### config.mk
export PLATFORM = sky130hd
export DESIGN_NAME = mini_risc_core
export DESIGN_NICKNAME = d
export VERILOG_FILES = /design/src/rtl/mini_risc_pkg.sv /design/src/rtl/mini_risc_alu.sv /design/src/rtl/mini_risc_core.sv
export SDC_FILE = /design/constraint.sdc
export NUM_CORES = 1
export LEC_CHECK = 0
export BUFFER_PORTS_ARGS = -buffer_cell sky130_fd_sc_hd__buf_2
export CAP_MARGIN = 25
export CORE_MARGIN = 2
export CORE_UTILIZATION = 40
export CTS_CLUSTER_SIZE = 16
export DETAILED_ROUTE_END_ITERATION = 12
export SLEW_MARGIN = 10
export SYNTH_ARGS = -nofsm -noshare
export SYNTH_HDL_FRONTEND = slang
export SYNTH_HIERARCHICAL = 1
export SYNTH_SLANG_ARGS = --single-unit
### constraint.sdc
create_clock -name clk -period 9.89 [get_ports clk]
set_input_delay 0.989 -clock clk [delete_from_list [all_inputs] [get_ports clk]]
set_output_delay 0.989 -clock clk [all_outputs]
set_load 0.02 [all_outputs]
### src/rtl/mini_risc_pkg.sv
// mini_risc_pkg: shared definitions for the miniRISC core.
//   - opcode constants (5-bit, decimal values of the ISA)
//   - FSM state encoding (fixed values, observable from outside)
//   - instruction-word field positions
//   - enc_instr(): builds a 32-bit instruction word for the ROM tables
package mini_risc_pkg;

  localparam logic [4:0] OP_MOVSGPR  = 5'd0;
  localparam logic [4:0] OP_MOV      = 5'd1;
  localparam logic [4:0] OP_ADD      = 5'd2;
  localparam logic [4:0] OP_SUB      = 5'd3;
  localparam logic [4:0] OP_MUL      = 5'd4;
  localparam logic [4:0] OP_ROR      = 5'd5;
  localparam logic [4:0] OP_AND      = 5'd6;
  localparam logic [4:0] OP_XOR      = 5'd7;
  localparam logic [4:0] OP_XNOR     = 5'd8;
  localparam logic [4:0] OP_NAND     = 5'd9;
  localparam logic [4:0] OP_NOR      = 5'd10;
  localparam logic [4:0] OP_NOT      = 5'd11;
  localparam logic [4:0] OP_STOREREG = 5'd12;
  localparam logic [4:0] OP_STOREDIN = 5'd13;
  localparam logic [4:0] OP_SENDDOUT = 5'd14;
  localparam logic [4:0] OP_SENDREG  = 5'd15;
  localparam logic [4:0] OP_JUMP     = 5'd16;
  localparam logic [4:0] OP_JCARRY   = 5'd17;
  localparam logic [4:0] OP_JNOCARRY = 5'd18;
  localparam logic [4:0] OP_JSIGN    = 5'd19;
  localparam logic [4:0] OP_JNOSIGN  = 5'd20;
  localparam logic [4:0] OP_JZERO    = 5'd21;
  localparam logic [4:0] OP_JNOZERO  = 5'd22;
  localparam logic [4:0] OP_JOVF     = 5'd23;
  localparam logic [4:0] OP_JNOOVF   = 5'd24;
  localparam logic [4:0] OP_HALT     = 5'd25;

  typedef enum logic [2:0] {
    ST_IDLE    = 3'd0,
    ST_FETCH   = 3'd1,
    ST_EXEC    = 3'd2,
    ST_DELAY   = 3'd3,
    ST_NEXT    = 3'd4,
    ST_HALTCHK = 3'd5
  } state_e;

  localparam int IR_OP_MSB    = 31;
  localparam int IR_OP_LSB    = 27;
  localparam int IR_RDST_MSB  = 26;
  localparam int IR_RDST_LSB  = 22;
  localparam int IR_RSRC1_MSB = 21;
  localparam int IR_RSRC1_LSB = 17;
  localparam int IR_IMM_MODE  = 16;
  localparam int IR_RSRC2_MSB = 15;
  localparam int IR_RSRC2_LSB = 11;
  localparam int IR_IMM_MSB   = 15;

  // Register-operand forms carry rsrc2 in imm16[15:11].
  function automatic logic [31:0] enc_instr(input logic [4:0] op, input logic [4:0] rdst,
                                            input logic [4:0] rsrc1, input logic imm_mode,
                                            input logic [15:0] imm16);
    return {op, rdst, rsrc1, imm_mode, imm16};
  endfunction

endpackage

### src/rtl/mini_risc_alu.sv
// mini_risc_alu: combinational datapath for ops 2..11 (and 4 when enabled).
//   op       in  5   opcode
//   a, b     in  16  operands (b already muxed between imm16 and GPR)
//   result32 out 32  result; only MUL uses the upper half
//   zero, sign, carry, overflow out 1  flag values for this result
// MINIRISC_MUL_EN: when defined, op 4 produces the 32-bit product;
// otherwise no multiplier exists and op 4 yields 0.
module mini_risc_alu
  import mini_risc_pkg::*;
(
  input  logic [4:0]  op,
  input  logic [15:0] a,
  input  logic [15:0] b,
  output logic [31:0] result32,
  output logic        zero,
  output logic        sign,
  output logic        carry,
  output logic        overflow
);

  logic [16:0] sum17_s;
  logic [16:0] diff17_s;
  logic [15:0] rot_s;

  assign sum17_s  = {1'b0, a} + {1'b0, b};
  assign diff17_s = {1'b0, a} - {1'b0, b};
  // Rotating right is a right shift of the doubled word.
  assign rot_s    = 16'({a, a} >> b[3:0]);

  // Result and carry/overflow selection per opcode.
  always_comb begin
    result32 = 32'd0;
    carry    = 1'b0;
    overflow = 1'b0;
    case (op)
      OP_ADD: begin
        result32 = {16'd0, sum17_s[15:0]};
        carry    = sum17_s[16];
        overflow = (a[15] == b[15]) && (sum17_s[15] != a[15]);
      end
      OP_SUB: begin
        result32 = {16'd0, diff17_s[15:0]};
        carry    = diff17_s[16];
        overflow = (a[15] != b[15]) && (diff17_s[15] != a[15]);
      end
`ifdef MINIRISC_MUL_EN
      OP_MUL:  result32 = {16'd0, a} * {16'd0, b};
`endif
      OP_ROR:  result32 = {16'd0, rot_s};
      OP_AND:  result32 = {16'd0, a & b};
      OP_XOR:  result32 = {16'd0, a ^ b};
      OP_XNOR: result32 = {16'd0, ~(a ^ b)};
      OP_NAND: result32 = {16'd0, ~(a & b)};
      OP_NOR:  result32 = {16'd0, ~(a | b)};
      OP_NOT:  result32 = {16'd0, ~b};
      default: result32 = 32'd0;
    endcase
  end

  // The multiply zero test spans the whole product.
  assign zero = (op == OP_MUL) ? (result32 == 32'd0) : (result32[15:0] == 16'd0);
  assign sign = result32[15];

endmodule

### src/rtl/mini_risc_core.sv
// mini_risc_core: multi-cycle 16-bit miniRISC CPU with built-in program ROM.
//   clk      in  1   rising-edge clock
//   sys_rst  in  1   asynchronous active-low reset
//   din      in  16  external word, captured by STOREDIN
//   dout     out 16  output register, loaded by SENDDOUT
// Each instruction walks FETCH, EXEC, DELAY (DELAY_CYCLES), NEXT, HALTCHK.
// ROM_VARIANT 0 is the 5*6 repeated-addition program; 1 is a short
// MUL R5,R0,R1 program. Unlisted ROM words and PCs >= IMEM_DEPTH read HALT.
// MINIRISC_MUL_EN: enables op 4 (MUL) and the SGPR write path.
module mini_risc_core
  import mini_risc_pkg::*;
#(
  parameter int IMEM_DEPTH   = 16,
  parameter int DMEM_DEPTH   = 16,
  parameter int DELAY_CYCLES = 5,
  parameter int ROM_VARIANT  = 0
) (
  input  logic        clk,
  input  logic        sys_rst,
  input  logic [15:0] din,
  output logic [15:0] dout
);

  localparam int         AW       = $clog2(DMEM_DEPTH);
  localparam logic [7:0] DLY_LAST = 8'(DELAY_CYCLES - 1);
  localparam logic [31:0] HALT_W  = enc_instr(OP_HALT, 5'd0, 5'd0, 1'b1, 16'd0);

  state_e      state_r;
  logic [15:0] pc_r;
  logic [31:0] ir_r;
  logic [15:0] gpr_r [32];
  logic [15:0] sgpr_r;
  logic        zero_r, sign_r, carry_r, ovf_r;
  logic        jmp_flag_r, stop_r;
  logic [7:0]  dly_cnt_r;
  logic [15:0] dout_r;
  logic [15:0] dmem_r [DMEM_DEPTH];

  logic [4:0]    op_s, rdst_s, rsrc1_s, rsrc2_s;
  logic          imm_mode_s;
  logic [15:0]   imm_s, b_s;
  logic [AW-1:0] addr_s;
  logic [31:0]   alu_res_s;
  logic          alu_zero_s, alu_sign_s, alu_carry_s, alu_ovf_s;
  logic          flag_upd_s, branch_s;

  assign op_s       = ir_r[IR_OP_MSB:IR_OP_LSB];
  assign rdst_s     = ir_r[IR_RDST_MSB:IR_RDST_LSB];
  assign rsrc1_s    = ir_r[IR_RSRC1_MSB:IR_RSRC1_LSB];
  assign imm_mode_s = ir_r[IR_IMM_MODE];
  assign rsrc2_s    = ir_r[IR_RSRC2_MSB:IR_RSRC2_LSB];
  assign imm_s      = ir_r[IR_IMM_MSB:0];
  assign b_s        = imm_mode_s ? imm_s : gpr_r[rsrc2_s];
  // Data memory depth is a power of two, so the low bits are imm16 mod depth.
  assign addr_s     = imm_s[AW-1:0];
  assign dout       = dout_r;

  function automatic logic [31:0] rom_word(input logic [15:0] addr);
    logic [31:0] w;
    w = HALT_W;
    if (addr >= 16'(IMEM_DEPTH)) begin
      w = HALT_W;
    end else if (ROM_VARIANT == 1) begin
      case (addr)
        16'd0:   w = enc_instr(OP_MOV, 5'd0, 5'd0, 1'b1, 16'd5);
        16'd1:   w = enc_instr(OP_MOV, 5'd1, 5'd0, 1'b1, 16'd6);
        16'd2:   w = enc_instr(OP_MUL, 5'd5, 5'd0, 1'b0, {5'd1, 11'd0});
        default: w = HALT_W;
      endcase
    end else begin
      case (addr)
        16'd0:   w = enc_instr(OP_MOV,     5'd0, 5'd0, 1'b1, 16'd5);
        16'd1:   w = enc_instr(OP_MOV,     5'd1, 5'd0, 1'b1, 16'd6);
        16'd2:   w = enc_instr(OP_MOV,     5'd2, 5'd0, 1'b1, 16'd0);
        16'd3:   w = enc_instr(OP_MOV,     5'd3, 5'd0, 1'b0, {5'd1, 11'd0});
        16'd4:   w = enc_instr(OP_ADD,     5'd2, 5'd2, 1'b0, {5'd0, 11'd0});
        16'd5:   w = enc_instr(OP_SUB,     5'd3, 5'd3, 1'b1, 16'd1);
        16'd6:   w = enc_instr(OP_JNOZERO, 5'd0, 5'd0, 1'b1, 16'd4);
        16'd7:   w = enc_instr(OP_MOV,     5'd4, 5'd0, 1'b0, {5'd2, 11'd0});
        default: w = HALT_W;
      endcase
    end
    return w;
  endfunction

  mini_risc_alu u_alu (
    .op       (op_s),
    .a        (gpr_r[rsrc1_s]),
    .b        (b_s),
    .result32 (alu_res_s),
    .zero     (alu_zero_s),
    .sign     (alu_sign_s),
    .carry    (alu_carry_s),
    .overflow (alu_ovf_s)
  );

`ifndef MINIRISC_MUL_EN
  // Product upper half has no consumer without the multiplier.
  logic unused_hi_s;
  assign unused_hi_s = ^alu_res_s[31:16];
`endif

  // Which opcodes refresh the flags.
  always_comb begin
    flag_upd_s = 1'b0;
    case (op_s)
      OP_ADD, OP_SUB, OP_ROR, OP_AND, OP_XOR,
      OP_XNOR, OP_NAND, OP_NOR, OP_NOT: flag_upd_s = 1'b1;
`ifdef MINIRISC_MUL_EN
      OP_MUL:  flag_upd_s = 1'b1;
`endif
      default: flag_upd_s = 1'b0;
    endcase
  end

  // Branch condition evaluated against the held flags.
  always_comb begin
    branch_s = 1'b0;
    case (op_s)
      OP_JUMP:     branch_s = 1'b1;
      OP_JCARRY:   branch_s = carry_r;
      OP_JNOCARRY: branch_s = ~carry_r;
      OP_JSIGN:    branch_s = sign_r;
      OP_JNOSIGN:  branch_s = ~sign_r;
      OP_JZERO:    branch_s = zero_r;
      OP_JNOZERO:  branch_s = ~zero_r;
      OP_JOVF:     branch_s = ovf_r;
      OP_JNOOVF:   branch_s = ~ovf_r;
      default:     branch_s = 1'b0;
    endcase
  end

  // Data memory writes; contents are not part of reset.
  always_ff @(posedge clk) begin
    if (state_r == ST_EXEC && op_s == OP_STOREREG) begin
      dmem_r[addr_s] <= gpr_r[rsrc1_s];
    end else if (state_r == ST_EXEC && op_s == OP_STOREDIN) begin
      dmem_r[addr_s] <= din;
    end
  end

  // Instruction sequencer, register file, flags and output register.
  always_ff @(posedge clk or negedge sys_rst) begin
    if (!sys_rst) begin
      state_r    <= ST_IDLE;
      pc_r       <= 16'd0;
      ir_r       <= 32'd0;
      sgpr_r     <= 16'd0;
      zero_r     <= 1'b0;
      sign_r     <= 1'b0;
      carry_r    <= 1'b0;
      ovf_r      <= 1'b0;
      jmp_flag_r <= 1'b0;
      stop_r     <= 1'b0;
      dly_cnt_r  <= 8'd0;
      dout_r     <= 16'd0;
      for (int i = 0; i < 32; i++) gpr_r[i] <= 16'd0;
    end else begin
      case (state_r)
        ST_IDLE:  state_r <= ST_FETCH;
        ST_FETCH: begin
          ir_r    <= rom_word(pc_r);
          state_r <= ST_EXEC;
        end
        ST_EXEC: begin
          dly_cnt_r  <= 8'd0;
          state_r    <= ST_DELAY;
          jmp_flag_r <= branch_s;
          case (op_s)
            OP_MOVSGPR: gpr_r[rdst_s] <= sgpr_r;
            OP_MOV:     gpr_r[rdst_s] <= b_s;
            OP_ADD, OP_SUB, OP_ROR, OP_AND, OP_XOR,
            OP_XNOR, OP_NAND, OP_NOR, OP_NOT: gpr_r[rdst_s] <= alu_res_s[15:0];
`ifdef MINIRISC_MUL_EN
            OP_MUL: begin
              gpr_r[rdst_s] <= alu_res_s[15:0];
              sgpr_r        <= alu_res_s[31:16];
            end
`endif
            OP_SENDDOUT: dout_r        <= dmem_r[addr_s];
            OP_SENDREG:  gpr_r[rdst_s] <= dmem_r[addr_s];
            OP_HALT:     stop_r        <= 1'b1;
            default:     ;  // NOPs; memory stores are handled in the dmem block
          endcase
          if (flag_upd_s) begin
            zero_r  <= alu_zero_s;
            sign_r  <= alu_sign_s;
            carry_r <= alu_carry_s;
            ovf_r   <= alu_ovf_s;
          end
        end
        ST_DELAY: begin
          if (dly_cnt_r == DLY_LAST) begin
            dly_cnt_r <= 8'd0;
            state_r   <= ST_NEXT;
          end else begin
            dly_cnt_r <= dly_cnt_r + 8'd1;
          end
        end
        ST_NEXT: begin
          pc_r       <= jmp_flag_r ? imm_s : pc_r + 16'd1;
          jmp_flag_r <= 1'b0;
          state_r    <= ST_HALTCHK;
        end
        ST_HALTCHK: state_r <= stop_r ? ST_HALTCHK : ST_FETCH;
        default:    state_r <= ST_IDLE;
      endcase
    end
  end

endmodule

* After elaboration in Yosys (flattened, before gate mapping) *
Memories as Yosys holds them, arrays and structs flattened.
Index checks and enable logic that the tools add are counted.

word-level totals
  input bits = 18
  memory bits (read-only) = 136
  latch bits = 0
  memories = 3
  output and inout bits = 16
  bits in writable memories = 256
  word-level logic and storage cells = 160
  register bits after elaboration = 593

memories
  name              words  width  read ports  clocked after Yosys merged registers in  wr ports  RTL line               RTL
  dmem_r            16     16     1           0                                        1         mini_risc_core.sv:37   logic [15:0] dmem_r [DMEM_DEPTH];
  (name not given)  8      15     1           0                                        0         mini_risc_core.sv:71   case (addr)
  (name not given)  16     1      1           0                                        0         mini_risc_core.sv:106  case (op_s)

operators by class
  multiplexer cells = 35
  div/mod/pow operators = 0
  add/subtract/negate cells = 4
  $lt $le $gt $ge = 5
  bitwise logic cells = 15
  multiply operators = 0
  reductions and logical operators = 18
  shift-type cells = 1
  equal/unequal tests = 36

operator list
  operator                                                                              count
  512-bit bitwise mux                                                                   4
  512-bit case mux with 4 select lines                                                  1
  16-bit binary-select mux with 5-bit select                                            2
  16-bit case mux with 9 select lines                                                   1
  16-bit two-way mux                                                                    8
  16-bit demux with 5-bit select                                                        1
  32-bit two-way mux                                                                    2
  16-bit NOT                                                                            4
  5-bit equality test, second input constant                                            10
  5-bit by 4-bit equality test with 1-bit output, second input constant                 8
  32-bit logical NOT                                                                    1
  32-bit by 4-bit right shift with 16-bit output                                        1
  5-bit by 3-bit equality test with 1-bit output, second input constant                 4
  6-bit greater-or-equal comparator, second input constant                              3
  5-bit NOT with 6-bit output                                                           3
  3-bit case mux with 6 select lines                                                    1
  16-bit by 16-bit adder with 17-bit output                                             1
  16-bit by 16-bit subtractor with 17-bit output                                        1
  16-bit by 1-bit adder with 16-bit output, second input constant                       1
  16-bit AND                                                                            1
  16-bit by 5-bit greater-or-equal comparator with 1-bit output, second input constant  1
  16-bit logical NOT                                                                    1
  16-bit OR                                                                             1
  8-bit case mux with 2 select lines                                                    1
  27 further kinds                                                                      52

* Logic depth before layout (Yosys ltp) *
Gate-level depths: netlist (run 1).

  depth in word-level cells = 10
  depth in mapped cells = 21
  depth with buffers taken out = 17

* Hierarchy *
Netlist (run 1), hierarchy kept.

modules (own cells, without submodules)
  module          area an instance (um2)  times used  sequential area each (um2)  cells each
  mini_risc_core  12398.1                 1           7046.8                      1033
  mini_risc_alu   3926.3                  1           0.0                         545

* Worst setup path after synthesis (run 1) *
No wires, ideal clock.

  kind = register to register
  from = register ir_r[11]
  to = register zero_r
  required time = 9825 ps
  slack = 5277 ps
  arrival = 4548 ps
  period minus slack after synthesis = 4613 ps
  setup time = 65 ps
  stages on the path, launching flop included = 18
  buffers on the path = 3
  cell sequence = dfrtp_1 buf_2 mux4_2 mux2_2 buf_2 inv_1 clkbuf_1 ha_1 o21ba_2 nor4_1 o31ai_1 a21oi_1 a311oi_1 xor2_1 a211o_1 or4_1 nor4_2 mux2_2

between the ends
  cells in the longest elaborated chain, start to end = 10
  elaborated cells on any way between the ends = 19
  those cells by class = add/sub (2); shift (1); mux (6); bitwise (8); reduce/logical (2)

ends and longest elaborated chain
  what                                                                                                    RTL line               RTL
  start: declaration                                                                                      mini_risc_core.sv:30   logic [31:0] ir_r;
  start signal: assignment                                                                                mini_risc_core.sv:162  ir_r <= rom_word(pc_r);
  5-bit NOT with 6-bit output (not written as such) (*)                                                   mini_risc_core.sv:53   assign b_s = imm_mode_s ? imm_s : gpr_r[rsrc2_s];
  16-bit binary-select mux with 5-bit select (*)                                                          mini_risc_core.sv:53
  16-bit two-way mux (not written as such) (*) (2 in a row)                                               mini_risc_core.sv:53
  16-bit two-way mux (*)                                                                                  mini_risc_core.sv:53
  via b_s[1]                                                                                              mini_risc_core.sv:41   logic [15:0] imm_s, b_s;
  parallel branches: the longest is 2 deep, another holds 16-bit by 16-bit subtractor with 17-bit output  n/a
  16-bit case mux with 9 select lines (*)                                                                 mini_risc_alu.sv:35    case (op)
  32-bit logical NOT / 16-bit logical NOT (equally long branches)                                         mini_risc_alu.sv:61    assign zero = (op == OP_MUL) ? (result32 == 32'd0) : (result32[15:0] == 16'd0);
  1-bit two-way mux (*)                                                                                   mini_risc_alu.sv:61
  via alu_zero_s                                                                                          mini_risc_core.sv:44   logic alu_zero_s, alu_sign_s, alu_carry_s, alu_ovf_s;
  end signal: assignment                                                                                  mini_risc_core.sv:186  zero_r <= alu_zero_s;
  end: declaration                                                                                        mini_risc_core.sv:33   logic zero_r, sign_r, carry_r, ovf_r;

Mark *: on every way through the listed nets, which the timed path passes. The select of a mux whose other input is x is not followed.
A chain may end at the register's enable or synchronous reset.

* Worst setup path in the final report (run 1) *
  from = register ir_r[24]
  to = register gpr_r[492] in the netlist's numbering

between the ends
  cells in the longest elaborated chain, start to end = 7
  elaborated cells on any way between the ends = 11
  those cells by class = order compare (2); mux (7); bitwise (1); reduce/logical (1)

ends and longest elaborated chain
  what                                                                                                                                     RTL line               RTL
  5-bit NOT with 6-bit output (not written as such) (*)                                                                                    n/a
  6-bit greater-or-equal comparator (not written as such) / 6-bit by 1-bit less-than comparator with 1-bit output (equally long branches)  n/a
  1-bit logical AND (not written as such)                                                                                                  n/a
  16-bit two-way mux (not written as such)                                                                                                 n/a
  16-bit demux with 5-bit select (*)                                                                                                       n/a
  512-bit bitwise mux (on tied branches)                                                                                                   n/a
  512-bit case mux with 4 select lines (*)                                                                                                 mini_risc_core.sv:169  case (op_s)
  end signal: indexed assignment                                                                                                           mini_risc_core.sv:170  OP_MOVSGPR: gpr_r[rdst_s] <= sgpr_r;
  end signal: indexed assignment                                                                                                           mini_risc_core.sv:171  OP_MOV: gpr_r[rdst_s] <= b_s;
  end signal: indexed assignment                                                                                                           mini_risc_core.sv:173  OP_XNOR, OP_NAND, OP_NOR, OP_NOT: gpr_r[rdst_s] <= alu_res_s[15:0];
  end: declaration                                                                                                                         mini_risc_core.sv:31   logic [15:0] gpr_r [32];

Mark *: on every way between the ends. The rest lies on a longest branch, timed or not.

==> flow_metrics.py, run 1 <==
metrics = {
    "run_status": {
        "status": "finished clean",
    },
    "synthesis": {
        "syn-cell-area_mm2": 0.0162,
        "synth_nets": 1640,
        "yosys_warnings": 38,
        "syn_inst": 1561,
        "avgSynthCellArea_um2": 10.4,
    },
    "cts": {
        "htreeDepth": 1,
        "post-cts-setup-buffers": 0,
        "worst_skew_pair.late_latency_ns": 0.56,
        "ctsResizeCount": 0,
        "cts_made_buffers": 27,
        "cts_hold_buf": 0,
        "cts_tree": "done",
        "cts_buffer_depth": 3,
        "path_clk_slew_ns": 0.06,
        "cts_sinks": 256,
        "cts_root_buf": "clkbuf_16",
    },
    "power": {
        "clock_power_share_pct": 47.1,
        "seqPwrFrac_pct": 52.2,
        "p_total_w": 0.00213,
        "peakVddDrop_uv": 139,
        "p_leak_nw": 6.88,
        "p_int_w": 0.00169,
        "p_comb_share_pct": 0.7,
        "p_per_area_mw_per_mm2": 120,
        "p_sw_w": 0.000438,
        "swShare_pct": 20.6,
    },
    "finish": {
        "area_delta_synth_final_pct": 9.51,
        "drive_gt1_share_pct": 16.5,
        "multi_input_area_mm2": 0.00846,
        "design_area_mm2": 0.0177,
        "fill_cells": 3778,
        "seq_area_mm2": 0.00705,
        "layout_common_cells": "144 x nand2_1, 128 x edfxtp_1, 126 x dfrtp_1, 119 x nor2_1, 113 x a21oi_1",
        "fin_nets": 1643,
        "layout_commonest_cell": "nand2_1",
    },
    "setup_path": {
        "crit_chain": "buf_4 -> mux4_2 -> mux2_2 -> ha_1 -> inv_1 -> fa_1 -> nor2b_1 -> o2111ai_1 -> a311oi_1 -> o21a_1 -> o31ai_1 -> a21oi_1 -> xnor2_1 -> a2111o_1 -> a222oi_1 -> o21ai_0",
        "cp-end-kind": "flip-flop",
        "crit_path_start_kind": "flip-flop",
        "crit_type": "flip-flop to flip-flop",
        "max_stage_delay_ns": 0.62,
        "reg2reg_slack_ns": 4.85,
        "cpMaxStageDelayCell": "mux2_2",
        "required_ns": 10.28,
        "critical-path-top-delay-family": "compound AO/OA/AOI/OAI gates",
        "worstPathArrival_ns": 5.43,
        "critical_path_buf_inv_count": 2,
        "crit_start": "ir_r[24]",
        "path_max_fanout": 26,
        "reg2reg_from": "ir_r[24]",
    },
    "floorplan": {
        "rows": 73,
        "die_h_um": 205,
        "core-area_mm2": 0.0398,
        "die_w_um": 205,
        "dieArea_mm2": 0.0421,
        "ios": 34,
        "initial_core_util_pct": 40.7,
    },
    "sta": {
        "fin_crit_sh_pct": 51.0,
        "drv_slew": 0,
        "fmax_mhz": 198,
        "setup_tns_ns": 0,
        "min_period_ns": 5.04,
        "finalClockSkew_ns": 0.0294,
        "hold_viol_final": 0,
        "rsz0062_at_grt": "no",
        "relSlewSlack_pct": 28.7,
        "setup_viol": 0,
        "worstMarginPinSlew_ns": 1.07,
    },
    "grt": {
        "overflow": 0,
        "grt_start_max_net_pins": 72,
        "track_usage_pct": 24.2,
        "grt_pass1_vias": 12800,
        "antenna_found_initial": 1,
        "grt_pass1_wl_um": 78100,
    },
    "routing": {
        "drcViolationCount": 0,
        "vias": 13100,
        "drtPass1Iterations": 6,
        "ant_nets": 0,
        "drt-vias-per-instance": 6.18,
        "drt-initial-drc-count": 1188,
        "post_drt_wl_per_cell_um": 24.0,
        "drt-total-wl_um": 50600,
    },
    "place": {
        "dpl_cell_area_mm2": 0.0169,
        "hpwl_um": 35700,
        "port_buffers": 33,
        "gp_congestion": 0.962,
    },
    "flow_run": {
        "cap_violations": 0,
    },
    "worst_hold_path": {
        "hp-class": "primary input to async pin",
    },
}
==> final cells by class <==
cell class | instances | share of cell area, %
timing repair buffer | 73 | 2.75
sequential | 256 | 39.7
antenna | 1 | 0.0141
clock buffer | 39 | 4.18
tap | 525 | 3.70
inverter | 60 | 1.27
multi-input combinational | 1146 | 47.7
clock inverter | 11 | 0.691
==> power by group through the flow <==
stage | clock, W | sequential [W] | combinational [W]
after CTS | 0.00101 | 0.00111 | 0.0000160
final | 0.00100 | 0.00111 | 0.0000151
after global placement | 0 | 0.00113 | 0.0000159
after global routing | 0.00106 | 0.00111 | 0.0000178
after detailed placement | 0 | 0.00113 | 0.0000160
after floorplan | 0 | 0.00113 | 0.0000000746
==> per-layer routing <==
| layer | wire (µm) | vias up | part of all wire, % | GRT usage, % |
|---|---|---|---|---|
| met3 | 3590 | 114 | 7.1 | 2.68 |
| li1 | - | 5908 | - | - |
| met1 | 21700 | 6470 | 43 | 33.7 |
| met5 | 0 | - | 0 | 0 |
| met4 | 2230 | 0 | 4.4 | 10.3 |
| met2 | 23100 | 559 | 46 | 38.3 |
==> stage by stage <==
| step | instances | hold slack [ns] | utilization (%) | worst slack [ns] |
|---|---|---|---|---|
| floorplan | 1561 | 0.438 | - | 5.28 |
| global placement | 2056 | 0.459 | 42.3 | 4.97 |
| detailed placement | 2059 | 0.468 | 42.4 | 4.94 |
| CTS | 2109 | 0.482 | 44.5 | 4.92 |
| global route | 2111 | 0.516 | 44.6 | 4.53 |
| finish | 2111 | 0.465 | 44.6 | 4.85 |
==> worst paths after layout <==
kind	end	cells after the start
worst max register to register	gpr_r[492]	16
worst min register to register	dout[14]	2
worst min-delay path	dly_cnt_r[7]	1
min in group clk	dout[14]	2
worst max-delay path	gpr_r[492]	16
max in group asynchronous	ir_r[1]	2
==> state kept, by name, indices dropped and copies added, names as in the netlist <==
name and cells:
dly_cnt_r 8, ir_r 15, jmp_flag_r 1, zero_r 1, stop_r 1, pc_r 16
state_r 3, ovf_r 1, gpr_r 64, dmem_r 128, dout 16, carry_r 1
sign_r 1
(Power assumes the default switching activity.)
==> inputs of run 2 (changes only) <==
==> constraint.sdc (replaced) <==
create_clock -name clk -period 4.95 [get_ports clk]
set_input_delay 0.495 -clock clk [delete_from_list [all_inputs] [get_ports clk]]
set_output_delay 0.495 -clock clk [all_outputs]
set_load 0.02 [all_outputs]
==> run 2 against run 1 <==
Compared with the run above:
- sequential share of layout area fell by 0.40 points
- worst hold slack worse by 0.43 ns
- cell count rose by 1.3%
- first-iteration DRC count down 7.2%
- clock power increased by 95%
- utilization rose by 0.46 points
- critical path depth unchanged
- critical path type unchanged
- largest cell class unchanged
- highest routed layer unchanged
==> flow_metrics.py, run 2 (synthesis results as in run 1) <==
metrics = {
    "run_status": {
        "status": "finished clean",
    },
    "finish": {
        "layout_common_cells": "144 x nand2_1, 128 x edfxtp_1, 125 x dfrtp_1, 119 x nor2_1, 113 x a21oi_1",
        "design_area_mm2": 0.0179,
        "fin_nets": 1670,
        "fin_util_pct": 45.0,
        "layout_commonest_cell": "nand2_1",
        "drive_gt1_share_pct": 18.2,
        "largest_register_ffs": 128,
        "regMostFlops": "dmem_r",
        "area_delta_synth_final_pct": 10.7,
        "largest_registers": "dmem_r: 128 flops, gpr_r: 64 flops",
    },
    "cts": {
        "cts_tree": "done",
        "worst_skew_pair.late_latency_ns": 0.56,
        "cts_buffer_depth": 3,
        "cts_made_buffers": 27,
        "htreeDepth": 1,
        "post-cts-setup-buffers": 0,
        "cts_root_buf": "clkbuf_16",
        "cts_sinks": 256,
        "path_clk_slew_ns": 0.06,
    },
    "power": {
        "p_sw_w": 0.000897,
        "swShare_pct": 21.4,
        "seqPwrFrac_pct": 52.9,
        "p_int_w": 0.00330,
        "clock_power_share_pct": 46.4,
        "p_per_area_mw_per_mm2": 234,
        "peakVddDrop_uv": 343,
        "p_comb_share_pct": 0.7,
        "p_leak_nw": 7.00,
    },
    "floorplan": {
        "dieArea_mm2": 0.0421,
        "core-area_mm2": 0.0398,
        "ios": 34,
        "rows": 73,
        "die_h_um": 205,
        "initial_core_util_pct": 40.7,
        "die_w_um": 205,
    },
    "grt": {
        "grt_start_max_net_pins": 95,
        "grt_pass1_wl_um": 80000,
        "track_usage_pct": 25.0,
        "antenna_found_initial": 1,
        "grt_pass1_vias": 12600,
        "overflow": 0,
    },
    "sta": {
        "setup_viol": 0,
        "fmax_mhz": 215,
        "drv_slew": 0,
        "min_period_ns": 4.65,
        "relSlewSlack_pct": 33.6,
        "rsz0062_at_grt": "no",
        "setup_tns_ns": 0,
        "worstMarginPinSlew_ns": 0.993,
        "hold_viol_final": 0,
        "finalClockSkew_ns": 0.0158,
        "fin_crit_sh_pct": 93.9,
    },
    "place": {
        "dpl_cell_area_mm2": 0.0170,
        "gp_congestion": 0.989,
        "port_buffers": 33,
        "hpwl_um": 38000,
    },
    "setup_path": {
        "worstPathArrival_ns": 5.09,
        "crit_path_end": "gpr_r[510]",
        "max_stage_delay_ns": 0.50,
        "cpMaxStageDelayCell": "dfrtp_1",
        "reg2reg_to": "gpr_r[510]",
        "crit_type": "flip-flop to flip-flop",
        "reg2reg_slack_ns": 0.30,
        "reg2reg_from": "ir_r[11]",
        "critical_path_buf_inv_count": 2,
        "cp-end-kind": "flip-flop",
        "critical-path-top-delay-family": "compound AO/OA/AOI/OAI gates",
        "crit_path_start_kind": "flip-flop",
        "crit_chain": "buf_4 -> mux4_2 -> nor2b_1 -> buf_4 -> ha_1 -> nor2_1 -> a211oi_1 -> o31ai_1 -> o21a_1 -> o21a_1 -> and3_1 -> nor3_1 -> nand2_1 -> a22o_1 -> o21bai_1 -> mux2_2",
        "path_depth": 16,
        "path_max_fanout": 20,
        "reg2reg_depth": 16,
        "crit_start": "ir_r[11]",
        "required_ns": 5.39,
    },
    "routing": {
        "vias": 13100,
        "drt-initial-drc-count": 1103,
        "drt-vias-per-instance": 6.14,
        "drt-total-wl_um": 52300,
        "drtPass1Iterations": 5,
        "drcViolationCount": 0,
        "post_drt_wl_per_cell_um": 24.5,
        "ant_nets": 0,
    },
    "worst_hold_path": {
        "hp-class": "primary input to async pin",
    },
    "flow_run": {
        "cap_violations": 0,
    },
}
-- run 2: cell count changes in the layout (fill, tap and decap cells not counted), sizes merged --
cell           before  now
bufinv              2    1
buf                73   99
clkbuf             39   32
clkdlybuf4s15       0    1
clkinv              6   14
-- run 2: timing repair --
action                                  4_1_cts  5_1_grt
gates resized for setup                       0        1
hold buffers                                  0        0
endpoints found under the setup margin        0       13
-- run 2: routing by layer --
metal	share of wire (%)	track usage [%]	up-vias	routed length, µm
li1	-	-	5958	-
met1	44	35.8	6523	23000
met2	45	39.2	545	23700
met3	6.6	2.57	97	3460
met4	4.2	10.0	0	2200
met5	0	0	-	0
-- run 2: power by group through the flow --
| stage | registers (W) | logic (W) | clock network, W |
|---|---|---|---|
| floorplan | 0.00226 | 0.000000146 | 0 |
| global placement | 0.00226 | 0.0000308 | 0 |
| detailed placement | 0.00226 | 0.0000311 | 0 |
| CTS | 0.00222 | 0.0000312 | 0.00197 |
| global route | 0.00222 | 0.0000346 | 0.00204 |
| finish | 0.00222 | 0.0000293 | 0.00195 |
-- run 2: cell type report --
cell class                      count  area (µm²)
Fill cell                        3789       21900
Multi-Input combinational cell   1146        8460
Sequential cell                   256        7050
Clock buffer                       32         704
Timing Repair Buffer              100         703
Tap cell                          525         657
Inverter                           60         225
Clock inverter                     18         129
Antenna cell                        1        2.50
-- run 2: worst min path at each step --
stage	from	to	slack (ns)	cells past startpoint
finish	sys_rst	dly_cnt_r[2]	0.04	1
global route	sys_rst	dly_cnt_r[6]	0.13	1
CTS	sys_rst	dly_cnt_r[2]	0.07	1
detailed placement	dout[15]	dout[15]	0.47	2
global placement	dout[15]	dout[15]	0.46	2
floorplan	sys_rst	carry_r	0.20	0
-- run 2: metrics by stage --
stage,cells,power [W],hold slack [ns],setup WS (ns)
2_1_floorplan,1561,0.00226,0.199,0.337
3_3_place_gp,2083,0.00229,0.459,0.349
3_5_place_dp,2085,0.00229,0.466,0.271
4_1_cts,2135,0.00422,0.0749,0.262
5_1_grt,2138,0.00430,0.128,0.0472
6_report,2138,0.00419,0.0358,0.300
